### src/rtl/duck_flight_engine.sv
// Duck flight engine: launches one duck per round, moves it on frame ticks,
// tests gun shots against it and reports hit/escape events to the round controller.
module duck_flight_engine #(
  parameter int X_MIN      = 64,
  parameter int X_MAX      = 576,
  parameter int Y_START    = 400,
  parameter int Y_GROUND   = 440,
  parameter int SPEED      = 2,
  parameter int FALL_SPEED = 4,
  parameter int HIT_R      = 16,
  parameter int FLY_FRAMES = 300
) (
  input  logic       Clk,
  input  logic       Reset,
  input  logic       frame_tick,
  input  logic [1:0] state,
  input  logic       shot,
  input  logic [9:0] aim_x,
  input  logic [9:0] aim_y,
  output logic [9:0] bird_x,
  output logic [9:0] bird_y,
  output logic       bird_visible,
  output logic       bird_falling,
  output logic       bird_shot,
  output logic       flew_away
);

  localparam logic [9:0]  XMIN   = 10'(X_MIN);
  localparam logic [9:0]  XMAX   = 10'(X_MAX);
  localparam logic [9:0]  YSTART = 10'(Y_START);
  localparam logic [9:0]  YGND   = 10'(Y_GROUND);
  localparam logic [9:0]  SPD    = 10'(SPEED);
  localparam logic [9:0]  FSPD   = 10'(FALL_SPEED);
  localparam logic [10:0] HITR   = 11'(HIT_R);
  localparam logic [8:0]  FLYF   = 9'(FLY_FRAMES);

  typedef enum logic [2:0] {
    S_IDLE, S_LAUNCH, S_FLY, S_FALL, S_ESCAPE, S_WAIT
  } fsm_t;

  fsm_t        fsm_q, fsm_d;
  logic [9:0]  x_q, x_d, y_q, y_d;
  logic        dir_q, dir_d;
  logic [8:0]  timer_q, timer_d;
  logic [7:0]  lfsr_q, lfsr_d;
  logic        vis_q, vis_d, fall_q, fall_d, shot_q, shot_d, flew_q, flew_d;
  logic [10:0] dx, dy, adx, ady;
  logic        hit, escape;

  // Differences are widened to 11 bits so the sign survives the subtraction.
  assign dx  = {1'b0, aim_x} - {1'b0, x_q};
  assign dy  = {1'b0, aim_y} - {1'b0, y_q};
  assign adx = dx[10] ? (~dx + 11'd1) : dx;
  assign ady = dy[10] ? (~dy + 11'd1) : dy;

  assign hit    = shot && (state == 2'b10) && (adx <= HITR) && (ady <= HITR);
  assign escape = (timer_q == FLYF) || (y_q <= SPD);

  always_comb begin
    fsm_d   = fsm_q;
    x_d     = x_q;
    y_d     = y_q;
    dir_d   = dir_q;
    timer_d = timer_q;
    vis_d   = vis_q;
    fall_d  = fall_q;
    shot_d  = 1'b0;
    flew_d  = 1'b0;
    lfsr_d  = {lfsr_q[6:0], lfsr_q[7] ^ lfsr_q[5] ^ lfsr_q[4] ^ lfsr_q[3]};

    if (state == 2'b00 || state == 2'b11) begin
      fsm_d  = S_IDLE;
      vis_d  = 1'b0;
      fall_d = 1'b0;
    end else if (state == 2'b01 && fsm_q != S_LAUNCH) begin
      fsm_d  = S_LAUNCH;
      vis_d  = 1'b0;
      fall_d = 1'b0;
    end else begin
      case (fsm_q)
        S_LAUNCH: begin
          x_d     = XMIN + {1'b0, lfsr_q, 1'b0};
          y_d     = YSTART;
          dir_d   = lfsr_q[0];
          timer_d = '0;
          vis_d   = 1'b1;
          fsm_d   = S_FLY;
        end
        S_FLY: begin
          // A hit outranks a simultaneous escape; either exit freezes the position.
          if (hit) begin
            shot_d = 1'b1;
            fall_d = 1'b1;
            fsm_d  = S_FALL;
          end else if (escape) begin
            flew_d = 1'b1;
            fsm_d  = S_ESCAPE;
          end else if (frame_tick) begin
            if (dir_q) begin
              if (x_q + SPD >= XMAX) begin
                x_d   = XMAX;
                dir_d = 1'b0;
              end else begin
                x_d = x_q + SPD;
              end
            end else begin
              if (x_q <= XMIN + SPD) begin
                x_d   = XMIN;
                dir_d = 1'b1;
              end else begin
                x_d = x_q - SPD;
              end
            end
            y_d     = y_q - SPD;
            timer_d = timer_q + 9'd1;
          end
        end
        S_FALL: begin
          if (frame_tick) begin
            if (y_q + FSPD >= YGND) begin
              y_d    = YGND;
              vis_d  = 1'b0;
              fall_d = 1'b0;
              fsm_d  = S_WAIT;
            end else begin
              y_d = y_q + FSPD;
            end
          end
        end
        S_ESCAPE: begin
          if (frame_tick) begin
            if (y_q <= SPD) begin
              y_d   = '0;
              vis_d = 1'b0;
              fsm_d = S_WAIT;
            end else begin
              y_d = y_q - SPD;
            end
          end
        end
        default: ;
      endcase
    end
  end

  always_ff @(posedge Clk) begin
    if (Reset) begin
      fsm_q   <= S_IDLE;
      x_q     <= XMIN;
      y_q     <= YSTART;
      dir_q   <= 1'b1;
      timer_q <= '0;
      lfsr_q  <= 8'hA5;
      vis_q   <= 1'b0;
      fall_q  <= 1'b0;
      shot_q  <= 1'b0;
      flew_q  <= 1'b0;
    end else begin
      fsm_q   <= fsm_d;
      x_q     <= x_d;
      y_q     <= y_d;
      dir_q   <= dir_d;
      timer_q <= timer_d;
      lfsr_q  <= lfsr_d;
      vis_q   <= vis_d;
      fall_q  <= fall_d;
      shot_q  <= shot_d;
      flew_q  <= flew_d;
    end
  end

  assign bird_x       = x_q;
  assign bird_y       = y_q;
  assign bird_visible = vis_q;
  assign bird_falling = fall_q;
  assign bird_shot    = shot_q;
  assign flew_away    = flew_q;

endmodule

### config.mk
export PLATFORM = sky130hd
export DESIGN_NAME = duck_flight_engine
export DESIGN_NICKNAME = d
export VERILOG_FILES = /design/src/rtl/duck_flight_engine.sv
export SDC_FILE = /design/constraint.sdc
export NUM_CORES = 1
export LEC_CHECK = 0
export ABC_CLOCK_PERIOD_IN_PS = 5100
export BUFFER_PORTS_ARGS = -buffer_cell sky130_fd_sc_hd__buf_2
export CAP_MARGIN = 20
export CELL_PAD_IN_SITES_DETAIL_PLACEMENT = 1
export CELL_PAD_IN_SITES_GLOBAL_PLACEMENT = 2
export CORE_ASPECT_RATIO = 1.25
export CORE_MARGIN = 1
export CORE_UTILIZATION = 35
export DETAILED_ROUTE_END_ITERATION = 12
export PLACE_DENSITY = 0.82
export SYNTH_ARGS = -nofsm -noshare
export SYNTH_HDL_FRONTEND = slang
export SYNTH_SLANG_ARGS = --single-unit
### constraint.sdc
create_clock -name Clk -period 5.1 [get_ports Clk]
set_clock_uncertainty 0.1 [all_clocks]
set_input_delay 1.02 -clock Clk [delete_from_list [all_inputs] [get_ports Clk]]
set_output_delay 1.02 -clock Clk [all_outputs]
set_load 0.02 [all_outputs]
==> results.tsv, run 1 <==
stage	metric	value	unit
die	initial core utilization	36.12	%
cts	number of hold buffers added after cts	0	
synth	post-synthesis cell count	594	
synth	#FFs+latches synth	43	
sta	RSZ-0062 raised after global routing	false	
cells_and_area	# diodes	0	
cells_and_area	layout net count	689	
detailed_routing	ANT nets after route	0	
die	Die X	102.7	um
synth	average cell area after synthesis	7.463	um^2
die	Die ar.	13120	um^2
detailed_routing	average wire per standard cell	18.45	um
worst_setup_path	crit end category	register	
synth	ys flop type	dfxtp_1	
synth	synth unique cells	75	
cts	Clock Path Buffers	2	
hold_path	hold depth	1	
hold_path	Hold/Removal Path Class	register to register	
cts	worst-skew pair later-pin latency	0.28	ns
worst_setup_path	crit-path max cell delay	0.56	ns
worst_setup_path	CP required	5.17	ns
worst_setup_path	crit-path most repeated cell	a221o_1	
power_and_ir_drop	overall power	984.2	uW
flow_run	maxcap violations	0	
cts	Root Buffer Master	clkbuf_16	
cells_and_area	Layout area overhead	11.83	%
global_routing	pin count of the biggest net entering global routing	33	
global_routing	first-pass GRT wire length	24000	um
cts	clock sinks	43	
sta	fin. max-slew vios	0	
synth	Yosys top cell area share	19.42	%
sta	fin crit period	4.573	ns
detailed_routing	WL final	14650	um
worst_setup_path	WS Path Type	primary input to register	
detailed_routing	Post-route DRC	0	
global_routing	total gr overflow	0	
cts	cts repair resizes	0	
place	placer congestion estimate	0.8374	
power_and_ir_drop	leakage power	1.883	nW
global_routing	GRT Resource Usage Total	22.91	%
die	I/O pins	50	
cells_and_area	layout cells sized above 1	13.02	%
sta	Final TNS setup	0	ns
outcome	status	complete, no violations	
place	IO buf count	47	
die	chip height	127.8	um
cts	H-tree depth	2	
synth	yosys warns	0	
worst_setup_path	critical-path cell list	buf_2 -> fa_1 -> a21o_1 -> a221o_1 -> or4b_1 -> and3_1 -> nor4b_1 -> o31ai_1 -> o2111a_1 -> a21oi_1 -> o221ai_1 -> a221o_1	
cts	CTS tree	yes	
power_and_ir_drop	Max VDD drop	0.0001297	V
synth	Synth area leader	dfxtp_1	
die	cell row count	45	
place	HPWL after detailed placement	11360	um
power_and_ir_drop	power per cell area	198.5	nW/um^2
sta	WHS	0.3527	ns
worst_setup_path	FF-to-FF path depth	12	
synth	Post-synth EDFFs	0	
detailed_routing	vias per cell	5.957	
synth	sequential-to-total area share from yosys stat	19.42	%
synth	mapped cell area	4433	um^2
synth	post-synthesis async set-or-reset flop share	0	%
cts	postcts setup bufs	0	
cts	clock slew at reported path FFs	0.06	ns
worst_setup_path	Worst EP arrival	4.64	ns
detailed_routing	DR iter-0 viols	228	
worst_setup_path	CP max FO	8	
detailed_routing	drt first pass iters	4	
sta	FMAX	0.2187	GHz
cells_and_area	final core utilization	40.39	%
global_routing	initial antenna violation count	0	
detailed_routing	routed vias	4730	
worst_setup_path	crit start category	primary input	
sta	Hold Violations, Final	0	
cts	Inserted Clock Buffers	5	
sta	relative slew slack	36.15	%
sta	Slew @ Worst Pin	0.9542	ns
worst_setup_path	slowest cell on the critical path	a21oi_1	
die	CORE AREA	12270	um^2
sta	Setup Viol. Count Final	0	
synth	Synth area leaders	dfxtp_1 19%, ha_1 9.0%, a21oi_1 4.7%, nand2_1 3.7%, nor2_1 3.7%	
sta	Final period util	89.67	%
global_routing	number of global-route vias before repair	4843	
[metrics by stage]
stage | setup slack, ns | std cells | instance area, um^2
2_1_floorplan | 0.7377 | 596 | 4441
3_3_place_gp | 0.3244 | 786 | 4797
3_5_place_dp | 0.2591 | 786 | 4797
4_1_cts | 0.5389 | 794 | 4957
5_1_grt | 0.2686 | 794 | 4957
6_report | 0.5269 | 794 | 4957
[registers in the layout, indices dropped and copies added (netlist names)]
signal	cells
bird_falling	1
bird_shot	1
bird_visible	1
bird_x	9
bird_y	9
dir_q	1
flew_away	1
fsm_q	3
lfsr_q	8
timer_q	9
[cells by family after synthesis]
group	after synthesis	synth area share [%]
AND/OR/NAND/NOR	220	26.28
buffers and inverters	60	5.617
other	2	0.1694
multiplexers	3	0.6774
flip-flops	43	19.42
XOR/XNOR	25	4.939
AO/OA/AOI/OAI	207	32.97
adder cells (fa/ha/maj)	34	9.935
[worst max-delay path: cells and delay by family]
family / cells / cell delay (ns)
compound gates: 7 / 2.11
fa+ha+maj: 1 / 0.47
buf+inv: 1 / 0.12
simple gates: 3 / 0.92
[cells in the mapped netlist, types with 5 or more instances]
cell and count:
a211oi_1 10, a21boi_0 5, a21o_1 8, a21oi_1 42, a221o_1 9, a221oi_1 6
a31oi_1 9, and2_1 5, and3_1 9, clkbuf_1 21, dfxtp_1 43, ha_1 32
inv_1 34, nand2_1 44, nand2b_1 6, nand3_1 23, nand4_1 12, nor2_1 44
nor2b_1 8, nor3_1 24, o2111ai_1 6, o211ai_1 10, o21ai_0 32, o21ai_1 9
o221ai_1 5, o22ai_1 6, o31ai_1 9, or2_2 8, or3_1 7, xnor2_1 16
xor2_1 9
[placed cells by master, fill, tap and decap left out, types with 4 or more instances in the layout]
cell        n
and3_1      9
and2_1      5
a211o_1     4
nor2b_1     8
o21ai_0    32
nand2_1    44
o31ai_1     9
o2111ai_1   6
o22ai_1     6
a32o_1      4
nor2_1     44
xnor2_1    16
buf_2      47
xor2_1      9
or2_2       8
a41oi_1     4
o211ai_1   10
a21boi_0    5
a221oi_1    6
or4_1       4
nand2b_1    6
nor3_1     24
a21oi_1    42
o21ai_1     9
o221ai_1    5
nand4_1    12
buf_4       5
a211oi_1   10
inv_1      34
nand3_1    23
a21o_1      8
clkbuf_16   5
a221o_1     9
conb_1      4
ha_1       32
dfxtp_1    43
a31oi_1     9
or3_1       7
[report_power, final]
part / total (mW) / switching [mW] / internal, mW
sequential: 0.362 / 0.0155 / 0.346
clock: 0.343 / 0.135 / 0.208
combinational: 0.279 / 0.172 / 0.108
[final timing paths]
path / startpoint / endpoint / slack [ns]
max: aim_y[1] / bird_y[8] / 0.53
min: lfsr_q[1] / lfsr_q[2] / 0.35
max reg2reg: bird_x[1] / bird_y[8] / 0.68
min reg2reg: lfsr_q[1] / lfsr_q[2] / 0.35
[cell type report]
class | count | area, um^2
Clock buffer | 7 | 152.6
Inverter | 34 | 127.6
Sequential cell | 43 | 860.8
Tap cell | 164 | 205.2
Timing Repair Buffer | 52 | 272.8
Clock inverter | 1 | 7.507
Multi-Input combinational cell | 493 | 3331
Fill cell | 1597 | 7317
[layer usage]
metal,share of wire (%),track usage (%),vias up
met3,2.1,2.345,21
met5,0,0,-
met4,1.6,5.546,0
li1,-,-,2326
met1,45,28.24,2309
met2,51,41.76,74
No activity file was read; power rests on OpenSTA's default activity.
==> inputs of run 2 (changes only) <==
==> config.mk (replaced) <==
export PLATFORM = sky130hd
export DESIGN_NAME = duck_flight_engine
export DESIGN_NICKNAME = d
export VERILOG_FILES = /design/src/rtl/duck_flight_engine.sv
export SDC_FILE = /design/constraint.sdc
export NUM_CORES = 1
export LEC_CHECK = 0
export ABC_CLOCK_PERIOD_IN_PS = 5600
export BUFFER_PORTS_ARGS = -buffer_cell sky130_fd_sc_hd__buf_2
export CAP_MARGIN = 20
export CORE_ASPECT_RATIO = 1.25
export CORE_MARGIN = 1
export CORE_UTILIZATION = 65
export DETAILED_ROUTE_END_ITERATION = 12
export PLACE_DENSITY = 0.87
export SYNTH_ARGS = -nofsm -noshare
export SYNTH_HDL_FRONTEND = slang
export SYNTH_SLANG_ARGS = --single-unit
==> constraint.sdc (replaced) <==
create_clock -name Clk -period 5.6 [get_ports Clk]
set_clock_uncertainty 0.1 [all_clocks]
set_input_delay 1.12 -clock Clk [delete_from_list [all_inputs] [get_ports Clk]]
set_output_delay 1.12 -clock Clk [all_outputs]
set_load 0.01 [all_outputs]
==> run 2 against run 1 <==
  * Non-clock buffer count is 1 lower
  * Die area down 45%
  * Global-route usage rose by 12 points
  * Critical path depth grew 1
  * Utilization rose by 32 points
  * Worst hold slack better by 0.0065 ns
  * First-iteration DRC count rose by 68%
==> results.tsv, run 2 (synthesis results as in run 1) <==
stage	metric	value	unit	change
cts	H-tree depth	2		unchanged
cells_and_area	# diodes	0		unchanged
cells_and_area	Layout area overhead	7.762	%	
detailed_routing	DR iter-0 viols	382		+68%
worst_setup_path	R2R Path End	bird_x[1]		
die	cell row count	33		-27%
die	Die X	75.87	um	-26%
sta	Final TNS setup	0	ns	unchanged
cells_and_area	most frequent cells in the layout	47 x buf_2, 44 x nand2_1, 44 x nor2_1		
die	initial core utilization	67.52	%	+31 points
sta	fin crit period	4.867	ns	
flow_run	maxcap violations	0		unchanged
cts	worst-skew pair later-pin latency	0.30	ns	+0.02 ns
cts	number of hold buffers added after cts	0		unchanged
global_routing	first-pass GRT wire length	19840	um	-17%
worst_setup_path	crit start category	primary input		
place	placer congestion estimate	0.9615		+15%
sta	fin. max-slew vios	0		unchanged
detailed_routing	Post-route DRC	0		unchanged
power_and_ir_drop	power per cell area	163.0	nW/um^2	-18%
sta	Slew @ Worst Pin	1.005	ns	+0.05098 ns
cts	Clock Path Buffers	2		unchanged
worst_setup_path	reg2reg setup slack	1.07	ns	+0.39 ns
die	CORE AREA	6565	um^2	-47%
cells_and_area	layout cells sized above 1	12.58	%	-0.44 points
detailed_routing	routed vias	4830		+2.1%
place	placed cell areas	4686	um^2	-2.3%
cts	cts repair resizes	0		unchanged
worst_setup_path	Crit. Startpoint	aim_y[1]		
die	I/O pins	50		unchanged
global_routing	pin count of the biggest net entering global routing	33		unchanged
sta	relative slew slack	32.99	%	-3.2 points
cells_and_area	Final Cell Area	4777	um^2	-3.6%
cts	Root Buffer Master	clkbuf_8		
worst_setup_path	Worst EP arrival	4.98	ns	+0.34 ns
cts	postcts setup bufs	0		unchanged
detailed_routing	ANT nets after route	0		unchanged
global_routing	GRT Resource Usage Total	35.15	%	+12 points
detailed_routing	vias per cell	6.755		+13%
worst_setup_path	r2r startpoint	bird_y[4]		
cts	Inserted Clock Buffers	5		unchanged
cts	clock slew at reported path FFs	0.07	ns	about the same
worst_setup_path	WS Path Type	primary input to register		
power_and_ir_drop	Max VDD drop	0.0001492	V	+15%
die	chip height	94.33	um	-26%
cells_and_area	most common cell after layout, fill and taps aside	buf_2		
detailed_routing	WL final	12330	um	-16%
die	Die ar.	7156	um^2	-45%
global_routing	initial antenna violation count	0		unchanged
worst_setup_path	worst setup path endpoint	bird_x[1]		
place	IO buf count	47		unchanged
sta	RSZ-0062 raised after global routing	false		
sta	Final period util	86.91	%	
detailed_routing	drt first pass iters	5		+1
power_and_ir_drop	leakage power	1.846	nW	-2.0%
cells_and_area	fillers	542		-66%
place	HPWL after detailed placement	9221	um	-19%
global_routing	number of global-route vias before repair	4467		-7.8%
global_routing	total gr overflow	0		unchanged
detailed_routing	average wire per standard cell	17.24	um	-6.6%
cts	clock sinks	43		unchanged
outcome	status	complete, no violations		
worst_setup_path	crit end category	register		
hold_path	Hold/Removal Path Class	register to register		
worst_setup_path	CP required	5.71	ns	+0.54 ns
cts	CTS tree	yes		
cells_and_area	layout net count	688		-0.15%
sta	FMAX	0.2055	GHz	
worst_setup_path	FF-to-FF path depth	13		+1
sta	Setup Viol. Count Final	0		unchanged
worst_setup_path	CP max FO	18		+10
sta	Hold Violations, Final	0		unchanged
-- run 2: cell types whose count changed in the layout (fill, tap and decap cells not counted), sizes merged --
| cell | delta |
|---|---|
| buf | -2 |
| clkinvlp | -1 |
| clkinv | +1 |
-- run 2: per-layer routing --
layer | vias up | wire, um | track usage [%]
met4 | 0 | 312 | 12.81
met2 | 221 | 6294 | 61.36
met5 | - | 0 | 0
met1 | 2234 | 4959 | 42.48
li1 | 2337 | - | -
met3 | 38 | 763 | 5.550
-- run 2: report_power, final --
group	total (mW)	switching (mW)	leakage, nW	internal [mW]
Combinational	0.248	0.152	1.45	0.0967
Clock	0.202	0.105	0.0470	0.0968
Sequential	0.329	0.0138	0.350	0.315
-- run 2: worst min-delay path by stage --
stage / startpoint / to / slack, ns / cells past startpoint
global placement: lfsr_q[0] / lfsr_q[1] / 0.35 / 1
detailed placement: lfsr_q[1] / lfsr_q[2] / 0.34 / 1
floorplan: lfsr_q[1] / lfsr_q[2] / 0.32 / 1
global route: lfsr_q[1] / lfsr_q[2] / 0.38 / 1
finish: lfsr_q[1] / lfsr_q[2] / 0.36 / 1
CTS: lfsr_q[1] / lfsr_q[2] / 0.36 / 1
-- run 2: final cells by class --
cell class,instances,area (um^2),area share (%)
multi-input cells,493,3331,69.72
clock inverters,1,5.005,0.1048
flip-flops and latches,43,860.8,18.02
inverters,34,127.6,2.672
clock buffers,6,82.58,1.729
repair buffers,51,261.5,5.474
well taps,87,108.9,2.279
-- run 2: per-stage QoR --
| stage | hold WS [ns] | power [mW] | setup WS (ns) | util [%] | instances |
|---|---|---|---|---|---|
| 2_1_floorplan | 0.3179 | 0.5161 | 1.138 | - | 596 |
| 3_3_place_gp | 0.3470 | 0.5638 | 0.6349 | 71.37 | 707 |
| 3_5_place_dp | 0.3434 | 0.5734 | 0.5026 | 71.37 | 707 |
| 4_1_cts | 0.3607 | 0.7714 | 0.7533 | 72.71 | 714 |
| 5_1_grt | 0.3763 | 0.8185 | 0.5204 | 72.77 | 715 |
| 6_report | 0.3592 | 0.7789 | 0.7332 | 72.77 | 715 |
-- run 2: worst max-delay path, stage by stage --
cell,delay (ns)
buf_2,0.12
fa_1,0.47
a21o_1,0.20
a221o_1,0.37
or4b_1,0.49
and3_1,0.19
o21ai_0,0.27
nor2_1,0.10
or4_4,0.57
nor3_4,0.55
buf_4,0.24
nor3_2,0.05
a211oi_2,0.23
==> inputs of run 3 (changes only) <==
--- a/config.mk
+++ b/config.mk
@@ -5,14 +5,17 @@
 export SDC_FILE = /design/constraint.sdc
 export NUM_CORES = 1
 export LEC_CHECK = 0
+export ABC_AREA = 1
 export ABC_CLOCK_PERIOD_IN_PS = 5600
 export BUFFER_PORTS_ARGS = -buffer_cell sky130_fd_sc_hd__buf_2
 export CAP_MARGIN = 20
 export CORE_ASPECT_RATIO = 1.25
 export CORE_MARGIN = 1
 export CORE_UTILIZATION = 65
+export CTS_CLUSTER_DIAMETER = 60
 export DETAILED_ROUTE_END_ITERATION = 12
 export PLACE_DENSITY = 0.87
+export SLEW_MARGIN = 20
 export SYNTH_ARGS = -nofsm -noshare
 export SYNTH_HDL_FRONTEND = slang
 export SYNTH_SLANG_ARGS = --single-unit
==> run 3 against run 2 <==
  * Total power rose by 29%
  * Clock-buffer cell count shrank 1
  * Largest power group is now combinational logic
  * Critical path type unchanged
  * Cell area increased by 4.0%
  * Highest routed layer unchanged
  * Global-route usage decreased by 4.0 points
  * Critical path depth is 5 higher
  * Largest cell class unchanged
  * Combinational power is 83% higher
  * Utilization increased by 1.5 points
  * Cell count is 28% higher
  * Fmax up 30%
  * Non-clock buffer count decreased by 3
==> results.tsv, run 3 <==
stage	metric	value	unit	change
worst_setup_path	CP delay by family, top	simple AND/OR/NAND/NOR gates		
cts	number of hold buffers added after cts	0		unchanged
place	placer congestion estimate	0.9889		+2.8%
cells_and_area	most frequent cells in the layout	230 x nand2_1, 119 x inv_1, 72 x nor2_1		
sta	FMAX	0.2670	GHz	+30%
die	I/O pins	50		unchanged
hold_path	Hold/Removal Path Class	register to register		
die	CORE AREA	6689	um^2	+1.9%
cells_and_area	footprint of the multi-input gates	3176	um^2	-4.7%
sta	Final TNS setup	0	ns	unchanged
global_routing	first-pass GRT wire length	19020	um	-4.1%
synth	post-synthesis async set-or-reset flop share	0	%	unchanged
sta	Hold Violations, Final	0		unchanged
sta	Final period util	66.88	%	-20 points
worst_setup_path	CP max FO	22		+4
cts	postcts setup bufs	0		unchanged
synth	Post-synth EDFFs	0		unchanged
worst_setup_path	critical-path cell list	buf_2 -> fa_1 -> nand2_1 -> nand3_1 -> nor2_1 -> nand2_1 -> nor2_1 -> nand3_1 -> nand3_1 -> nand2_1 -> inv_1 -> nand3_2 -> nor2_4 -> nand4_4 -> nand2_4 -> inv_2 -> o21ai_0 -> nor2_1		
global_routing	total gr overflow	0		unchanged
cts	Clock Path Buffers	2		unchanged
cts	worst-skew pair later-pin latency	0.30	ns	about the same
sta	fin. max-slew vios	0		unchanged
synth	Synth area leaders	nand2_1 19%, dfxtp_1 19%, inv_1 9.7%, ha_1 8.7%, nand3_1 6.6%		
synth	post-synthesis cell count	784		+32%
die	chip height	96.09	um	+1.9%
outcome	status	complete, no violations		
power_and_ir_drop	P_sw	440.9	uW	+63%
cells_and_area	fillers	605		+12%
power_and_ir_drop	power share of the combinational group	45.0	%	+13 points
die	Die X	77.27	um	+1.9%
cts	clock sinks	43		unchanged
worst_setup_path	crit start category	primary input		
synth	Synth area leader	nand2_1		
die	Die ar.	7424	um^2	+3.7%
sta	relative slew slack	59.02	%	+26 points
cells_and_area	most common cell after layout, fill and taps aside	nand2_1		
synth	mapped cell area	4603	um^2	+3.8%
synth	yosys warns	0		unchanged
cells_and_area	layout net count	886		+29%
detailed_routing	WL final	11540	um	-6.4%
worst_setup_path	CP bufs+invs	3		+1
cts	CTS tree	yes		
power_and_ir_drop	leakage power	2.599	nW	+41%
detailed_routing	DR iter-0 viols	336		-12%
cts	cts repair resizes	0		unchanged
global_routing	initial antenna violation count	0		unchanged
global_routing	pin count of the biggest net entering global routing	23		-30%
synth	average cell area after synthesis	5.871	um^2	-21%
sta	Slew @ Worst Pin	0.6140	ns	-0.3912 ns
synth	#FFs+latches synth	43		unchanged
place	IO buf count	47		unchanged
cts	Inserted Clock Buffers	5		unchanged
power_and_ir_drop	Max VDD drop	0.0002218	V	+49%
cts	Root Buffer Master	clkbuf_8		
detailed_routing	Post-route DRC	0		unchanged
synth	count leader, synth	nand2_1		
cells_and_area	Layout area overhead	7.937	%	
power_and_ir_drop	sequential group share of total power	34.5	%	-7.7 points
die	cell row count	33		unchanged
synth	ys flop type	dfxtp_1		
cells_and_area	Final Non-Filler Cells	914		+28%
cells_and_area	Final Cell Area	4969	um^2	+4.0%
cts	H-tree depth	2		unchanged
power_and_ir_drop	Sw Share	43.85	%	+9.1 points
detailed_routing	routed vias	5058		+4.7%
detailed_routing	average wire per standard cell	12.63	um	-27%
worst_setup_path	CP required	5.69	ns	-0.02 ns
detailed_routing	ANT nets after route	0		unchanged
global_routing	GRT Resource Usage Total	31.11	%	-4.0 points
detailed_routing	drt first pass iters	5		unchanged
place	placed instance count	906		+28%
synth	Yosys top cell area share	18.76	%	-0.66 points
worst_setup_path	slowest cell on the critical path	fa_1		
global_routing	number of global-route vias before repair	4567		+2.2%
synth	sequential-to-total area share from yosys stat	18.70	%	-0.72 points
worst_setup_path	crit-path max cell delay	0.50	ns	-0.07 ns
cells_and_area	layout cells sized above 1	10.40	%	-2.2 points
worst_setup_path	crit end category	register		
synth	synth unique cells	42		-44%
worst_setup_path	WS Path Type	primary input to register		
detailed_routing	vias per cell	5.534		-18%
power_and_ir_drop	Clk pwr share	20.5	%	-5.4 points
power_and_ir_drop	P_int	564.6	uW	+11%
flow_run	maxcap violations	0		unchanged
cts	clock slew at reported path FFs	0.09	ns	+0.02 ns
cells_and_area	# diodes	0		unchanged
synth	Post-synth top cells	230 x nand2_1, 119 x inv_1, 72 x nor2_1		
cells_and_area	Seq. cell area	860.8	um^2	unchanged
place	placed cell areas	4876	um^2	+4.1%
sta	fin crit period	3.746	ns	-1.121 ns
sta	Setup Viol. Count Final	0		unchanged
die	initial core utilization	68.82	%	+1.3 points
worst_setup_path	Worst EP arrival	3.83	ns	-1.15 ns
place	HPWL after detailed placement	9058	um	-1.8%
sta	RSZ-0062 raised after global routing	false		
power_and_ir_drop	power per cell area	202.4	nW/um^2	+24%
==> run 3: cell types whose count changed after synthesis, moves of 14 or more <==
cell and change:
nand3_1 +38, inv_1 +85, xor2_1 +17, nor2_1 +28
nand2_1 +186, clkbuf_1 -14
==> run 3: per-stage QoR <==
step	total power, mW	utilization, %	setup WS [ns]	hold slack [ns]
2_1_floorplan	0.6988	-	2.178	0.2916
3_3_place_gp	0.7831	72.90	1.680	0.3043
3_5_place_dp	0.7967	72.90	1.581	0.3082
4_1_cts	0.9994	74.28	1.892	0.3300
5_1_grt	1.084	74.28	1.624	0.3503
6_report	1.005	74.28	1.855	0.3290
==> run 3: power groups by stage <==
stage | Clock (mW) | Sequential [mW] | Combinational, mW
2_1_floorplan | 0 | 0.350 | 0.349
3_3_place_gp | 0 | 0.353 | 0.430
3_5_place_dp | 0 | 0.354 | 0.443
4_1_cts | 0.207 | 0.347 | 0.446
5_1_grt | 0.222 | 0.350 | 0.512
6_report | 0.206 | 0.347 | 0.453
==> run 3: worst paths after layout <==
check                                from   endpoint  slack, ns  depth (start not counted)
worst max register to register  bird_y[1]  bird_x[7]       2.15                         18
worst min register to register  lfsr_q[1]  lfsr_q[2]       0.33                          2
worst min-delay path            lfsr_q[1]  lfsr_q[2]       0.33                          2
worst max-delay path             aim_y[1]  bird_x[7]       1.85                         18
==> run 3: layout make-up <==
class / instances / share of cell area [%]
timing repair buffer: 48 / 4.885
multi-input combinational: 598 / 63.91
tap: 87 / 2.191
clock buffer: 5 / 1.385
inverter: 130 / 9.821
sequential: 43 / 17.33
clock inverter: 3 / 0.4785
==> run 3: tightest hold or removal path: stages, from the launching register on <==
cell     delay [ns]
dfxtp_1        0.31
inv_1          0.05
nand2_1        0.05
==> run 3: logic make-up (layout without fill, tap and decap cells) <==
| logic type | Yosys count | after routing | share of synthesized area (%) |
|---|---|---|---|
| AO/OA/AOI/OAI | 105 | 105 | 12.69 |
| XOR/XNOR | 30 | 30 | 5.708 |
| adder cells (fa/ha/maj) | 34 | 34 | 9.568 |
| buffers and inverters | 145 | 186 | 12.58 |
| flip-flops | 43 | 43 | 18.70 |
| other | 2 | 4 | 0.1631 |
| AND/OR/NAND/NOR | 425 | 425 | 40.58 |
==> run 3: routing by layer <==
layer	part of all wire (%)	global-route usage [%]
met1	44	37.54
met2	50	56.86
met3	4.7	3.981
met4	1.9	10.53
met5	0	0
